File: config.mk
export PLATFORM = sky130hd
export DESIGN_NAME = pc_irq_unit
export DESIGN_NICKNAME = d
export VERILOG_FILES = /design/src/rtl/pc_irq_pkg.sv /design/src/rtl/irq_prio_enc.sv /design/src/rtl/pc_irq_unit.sv
export SDC_FILE = /design/constraint.sdc
export NUM_CORES = 1
export LEC_CHECK = 0
export CAP_MARGIN = 20
export CELL_PAD_IN_SITES_DETAIL_PLACEMENT = 0
export CELL_PAD_IN_SITES_GLOBAL_PLACEMENT = 1
export CORE_ASPECT_RATIO = 1.4
export CORE_UTILIZATION = 43
export DETAILED_ROUTE_END_ITERATION = 7
export GPL_TIMING_DRIVEN = 0
export PLACE_DENSITY = 0.95
export REMOVE_ABC_BUFFERS = 1
export SETUP_SLACK_MARGIN = 0.3
export SLEW_MARGIN = 20
export SYNTH_ARGS = -nofsm -noshare
export SYNTH_HDL_FRONTEND = slang
export SYNTH_SLANG_ARGS = --single-unit
File: constraint.sdc
create_clock -name clk -period 7 [get_ports clk]
set_clock_uncertainty 0.1 [all_clocks]
set_input_delay 0.7 -clock clk [delete_from_list [all_inputs] [get_ports clk]]
set_output_delay 0.7 -clock clk [all_outputs]
set_load 0.01 [all_outputs]
File: src/rtl/pc_irq_pkg.sv
// Shared constants and the return-stack entry type for the PC / interrupt unit.
package pc_irq_pkg;
   localparam int                ADDR_W   = 27;
   localparam logic [ADDR_W-1:0] PC_START = 27'hC02522;
   localparam int                VEC_BASE = 1;
   localparam int                IRQ_ID_W = 4;

   typedef struct packed {
      logic [ADDR_W-1:0]   addr;
      logic [IRQ_ID_W-1:0] id;
   } stack_entry_t;
endpackage

File: src/rtl/irq_prio_enc.sv
// Fixed-priority encoder: lowest set request index wins.
module irq_prio_enc
   import pc_irq_pkg::*;
#(
   parameter int N_INT = 8
) (
   input  logic [N_INT-1:0]    req_i,
   output logic                valid_o,
   output logic [IRQ_ID_W-1:0] idx_o
);

   // Scan from the top down so the lowest set index is the last one written.
   always_comb begin
      valid_o = 1'b0;
      idx_o   = '0;
      for (int k = N_INT - 1; k >= 0; k--) begin
         if (req_i[k]) begin
            valid_o = 1'b1;
            idx_o   = IRQ_ID_W'(k);
         end
      end
   end

endmodule

File: src/rtl/pc_irq_unit.sv
// Program counter with an N-channel vectored interrupt controller.
// Define PC_IRQ_NEST_EN for a nested LIFO return stack; default is one backup register.
module pc_irq_unit
   import pc_irq_pkg::*;
#(
   parameter int N_INT      = 8,
   parameter int NEST_DEPTH = 4
) (
   input  logic                clk,
   input  logic                reset,
   input  logic                step,
   input  logic                jump,
   input  logic                offset,
   input  logic [ADDR_W-1:0]   jump_addr,
   input  logic                reti,
   input  logic [N_INT-1:0]    irq,
   input  logic [N_INT-1:0]    irq_mask,
   output logic [ADDR_W-1:0]   pc_out,
   output logic [IRQ_ID_W-1:0] irq_id,
   output logic                irq_active,
   output logic [N_INT-1:0]    pending
);

   logic [ADDR_W-1:0]   pc_q, pc_d;
   logic [IRQ_ID_W-1:0] id_q, id_d;
   logic                active_q, active_d;
   logic [N_INT-1:0]    pend_q, pend_d;
   logic [N_INT-1:0]    prev_q;
   logic                step_q;

   logic                step_ev;
   logic [ADDR_W-1:0]   nxt;
   logic [ADDR_W-1:0]   vec;
   logic                cand_vld;
   logic [IRQ_ID_W-1:0] cand_idx;
   logic                in_app;
   logic                stk_has;
   logic                can_take;
   logic                do_pop;
   logic                do_take;
   logic [ADDR_W-1:0]   pop_addr;
   logic [N_INT-1:0]    clr;

   irq_prio_enc #(.N_INT(N_INT)) u_enc (
      .req_i   (pend_q & irq_mask),
      .valid_o (cand_vld),
      .idx_o   (cand_idx)
   );

   assign step_ev = step & ~step_q;
   assign nxt     = jump ? (offset ? pc_q + jump_addr : jump_addr) : pc_q + 1'b1;
   assign vec     = ADDR_W'(VEC_BASE) + ADDR_W'(cand_idx);
   assign in_app  = pc_q < PC_START;

`ifdef PC_IRQ_NEST_EN
   localparam int SP_W  = $clog2(NEST_DEPTH + 1);
   localparam int IDX_W = (NEST_DEPTH > 1) ? $clog2(NEST_DEPTH) : 1;

   stack_entry_t        stack_q [NEST_DEPTH];
   logic [SP_W-1:0]     sp_q;
   logic [IDX_W-1:0]    push_idx;
   logic [IDX_W-1:0]    pop_idx;
   logic [IRQ_ID_W-1:0] pop_id;

   assign push_idx = IDX_W'(sp_q);
   assign pop_idx  = IDX_W'(sp_q - 1'b1);
   assign pop_addr = stack_q[pop_idx].addr;
   assign pop_id   = stack_q[pop_idx].id;
   assign stk_has  = sp_q != '0;
   // Preempt only a lower-priority (higher index) handler, and only with room to save it.
   assign can_take = cand_vld & in_app & (sp_q != SP_W'(NEST_DEPTH))
                   & (~active_q | (cand_idx < id_q));

   always_ff @(posedge clk) begin
      if (reset) begin
         sp_q <= '0;
         for (int i = 0; i < NEST_DEPTH; i++) stack_q[i] <= '0;
      end else if (do_pop) begin
         sp_q <= sp_q - 1'b1;
      end else if (do_take) begin
         stack_q[push_idx] <= '{addr: nxt, id: id_q};
         sp_q              <= sp_q + 1'b1;
      end
   end
`else
   logic              int_en_q;
   logic [ADDR_W-1:0] bk_q;

   // int_en is low exactly while the backup register holds a return address.
   assign pop_addr = bk_q;
   assign stk_has  = ~int_en_q;
   assign can_take = cand_vld & in_app & int_en_q;

   always_ff @(posedge clk) begin
      if (reset) begin
         int_en_q <= 1'b1;
         bk_q     <= '0;
      end else if (do_pop) begin
         int_en_q <= 1'b1;
      end else if (do_take) begin
         int_en_q <= 1'b0;
         bk_q     <= nxt;
      end
   end
`endif

   assign do_pop  = step_ev & reti & stk_has;
   assign do_take = step_ev & ~reti & can_take;

   always_comb begin
      pc_d     = pc_q;
      id_d     = id_q;
      active_d = active_q;
      clr      = '0;
      if (do_pop) begin
         pc_d = pop_addr;
`ifdef PC_IRQ_NEST_EN
         id_d     = pop_id;
         active_d = sp_q > SP_W'(1);
`else
         active_d = 1'b0;
`endif
      end else if (do_take) begin
         pc_d     = vec;
         id_d     = cand_idx;
         active_d = 1'b1;
         clr      = N_INT'(1) << cand_idx;
      end else if (step_ev) begin
         pc_d = nxt;
      end
      // A fresh edge in the same cycle as the clear keeps the channel pending.
      pend_d = (pend_q & ~clr) | (irq & ~prev_q);
   end

   always_ff @(posedge clk) begin
      if (reset) begin
         pc_q     <= PC_START;
         id_q     <= '0;
         active_q <= 1'b0;
         pend_q   <= '0;
         prev_q   <= '0;
         step_q   <= 1'b0;
      end else begin
         pc_q     <= pc_d;
         id_q     <= id_d;
         active_q <= active_d;
         pend_q   <= pend_d;
         prev_q   <= irq;
         step_q   <= step;
      end
   end

   assign pc_out     = pc_q;
   assign irq_id     = id_q;
   assign irq_active = active_q;
   assign pending    = pend_q;

endmodule

==> impl_metrics.toml <==
[global_route]
grt_pass1_vias = 5590
gr-total-overflow = 0
grt_start_max_net_pins = 38
grt_pass1_wl_um = 27980
antenna_found_initial = 0
grt_usage_pct = 25.98

[worst_setup_path]
critPathMaxFanout = 21
ff2ff_path_depth = 11
r2r_start = "pc_out[0]"
path_class = "in -> reg"
crit_path_end_kind = "flop"
critPathRequiredTime_ps = 7170
r2r_slack_ps = 3520
start_kind = "primary input"
cp.arrival_ps = 4070
worstReg2RegEnd = "pc_out[22]"

[placement]
place.port_buffers = 87
finalWeightedCongestion = 0.9032
pre_cts_slack_ps = 2899
dp_hpwl_um = 12770

[floorplan]
io_pins = 89
fp.dieW_um = 99.09
num_rows = 49
die_h_um = 137.9
die_area_um2 = 13670
start_util_pct = 44.07
core_um2 = 12870

[sta]
setup_viol = 0
rsz0062_at_grt = "false"
slew_headroom_pct = 25.52
fin_tns_setup_ps = 0
fmax_mhz = 256.9
tightestPinTransition_ps = 1114
worst_slack_ps = 3107
finalCritPeriodShare_pct = 55.61
slew_viol_final = 0
period_minus_slack_ps = 3893
hold_violations = 0

[layout]
drive_gt1_share_pct = 5.283
syn2layout_area_growth_pct = 22.40
fin_nets = 892
num_antenna_cells = 0
fillers = 1203

[clock_tree]
cts_tree = "yes"
clk_pin_slew_worst_paths_ps = 60
cts_max_level = 3
clk_latency_ps = 340
cts.sinks = 76
cts_buffers = 9
root_buffer = "clkbuf_16"
cts_hold_buffers = 0
cts_resized = 0
cts_setup_buffers = 0
cts_buffer_depth = 2

[detailed_routing]
drtPass1Iterations = 5
wl_um = 17870
via_per_inst = 6.252
drc = 0
drt-initial-drc-count = 479
wire_per_inst_um = 18.48
vias = 6046
antenna_left = 0

[pwr]
ir_drop_mv = 0.1533
powerDensity_nw_per_um2 = 210.6
p_leak_nw = 2.642

[logic_synthesis]
ys_seq_area_share_pct = 26.81
ys.flop_type = "dfxtp_1"
synth.distinct_cells = 78
avgSynthCellArea_um2 = 7.586
synth_edf_count = 0
ys_seq_elements = 76
async_flop_share_pct = 0
yosysWarnings = 0
synth.cell_area_um2 = 5674
syn_inst = 748

[run]
maxCapViolCount = 0

[hold_path]
min_to = "irq_id[1]"
holdCritPathClass = "reg -> reg"
hold_path_depth = 2
min_from = "irq_id[1]"

[status]
status = "completed"
cell families (layout without fill, tap and decap cells):
family / after synthesis / count (layout) / share of synthesized area (%)
AND/OR/NAND/NOR: 284 / 284 / 24.34
AO/OA/AOI/OAI: 249 / 249 / 28.34
flip-flops: 76 / 76 / 26.81
buffers and inverters: 55 / 121 / 4.763
XOR/XNOR: 36 / 36 / 5.689
adder cells (fa/ha/maj): 34 / 34 / 7.630
multiplexers: 13 / 13 / 2.359
other: 1 / 1 / 0.06609
worst max-delay path, cell delays in order:
cell and delay (ps):
clkdlybuf4s50_1 1200, inv_1 680, nand2_1 580, o21ai_0 150
a211oi_1 420, a221oi_1 160, nor2_1 150
area by class of cell:
type                       count  area, um^2  area share [%]
clock inverter                 5       107.6           1.549
timing repair buffer          89       915.9           13.19
sequential                    76        1521           21.91
clock buffer                  11       252.7           3.639
multi-input combinational    617        3896           56.10
inverter                      16       60.06          0.8647
tap                          153       191.4           2.756
stage by stage:
stage	std cells	area (um^2)	hold slack, ps	total power, mW	util [%]
after floorplan	709	5464	325.4	0.7483	-
after global routing	967	6945	372.9	1.525	53.95
final	967	6945	352.7	1.463	53.95
after CTS	967	6943	354.6	1.463	53.93
after detailed placement	951	6583	346.4	0.9085	51.13
after global placement	949	6526	337.6	0.8976	50.69
state kept, by name (all words and copies together) (netlist names):
name / flops
bk_q: 27
int_en_q: 1
irq_active: 1
irq_id: 3
pc_out: 27
pending: 8
prev_q: 8
step_q: 1
cells in the mapped netlist, types with 9 or more instances:
cell type	number	area [um^2]
mux2i_1	10	100.1
nand2b_1	14	87.58
nor2b_1	15	93.84
o211ai_1	13	97.59
nand4_1	9	56.30
dfxtp_1	76	1521
nand2_1	98	367.9
clkbuf_1	26	97.59
o21ai_0	44	220.2
a21oi_1	91	455.4
nor2_1	66	247.7
nor3_1	17	85.08
o21a_1	9	67.56
nand3_1	27	135.1
xor2_1	14	122.6
inv_1	15	56.30
xnor2_1	21	183.9
a221oi_1	13	113.9
a21o_1	11	82.58
ha_1	33	412.9
per-layer routing:
| metal | global-route usage, % | up-vias | part of all wire [%] |
|---|---|---|---|
| met4 | 13.73 | 0 | 3.6 |
| met1 | 30.50 | 2865 | 41 |
| met3 | 3.730 | 52 | 5.9 |
| met5 | 0 | - | 0 |
| met2 | 45.96 | 268 | 50 |
| li1 | - | 2861 | - |
worst max-delay path by stage:
| stage | startpoint | endpoint | slack, ps |
|---|---|---|---|
| floorplan | step | pc_out[10] | 3850 |
| global placement | reset | bk_q[25] | 2030 |
| CTS | offset | pc_out[13] | 3240 |
| global route | offset | pc_out[9] | 2990 |
| finish | offset | pc_out[9] | 3110 |
| detailed placement | offset | pc_out[13] | 2900 |
power by group:
group	total, mW	switching, mW	internal, mW
combinational	0.412	0.230	0.183
clock	0.553	0.185	0.369
sequential	0.497	0.0411	0.456
total	1.46	0.455	1.01
placed cells by master, fill, tap and decap left out, types with 10 or more instances in the layout:
master / netlist / final
xor2_1: 14 / 14
nand2b_1: 14 / 13
a21oi_1: 91 / 91
ha_1: 33 / 33
mux2i_1: 10 / 10
nand2_1: 98 / 97
inv_1: 15 / 15
nand3_1: 27 / 27
a221oi_1: 13 / 13
o211ai_1: 13 / 13
nor2_1: 66 / 66
nor2b_1: 15 / 14
nor3_1: 17 / 17
dfxtp_1: 76 / 76
xnor2_1: 21 / 21
o21ai_0: 44 / 44
a21o_1: 11 / 11
clkdlybuf4s50_1: 0 / 85
No activity file was read; power rests on OpenSTA's default activity.
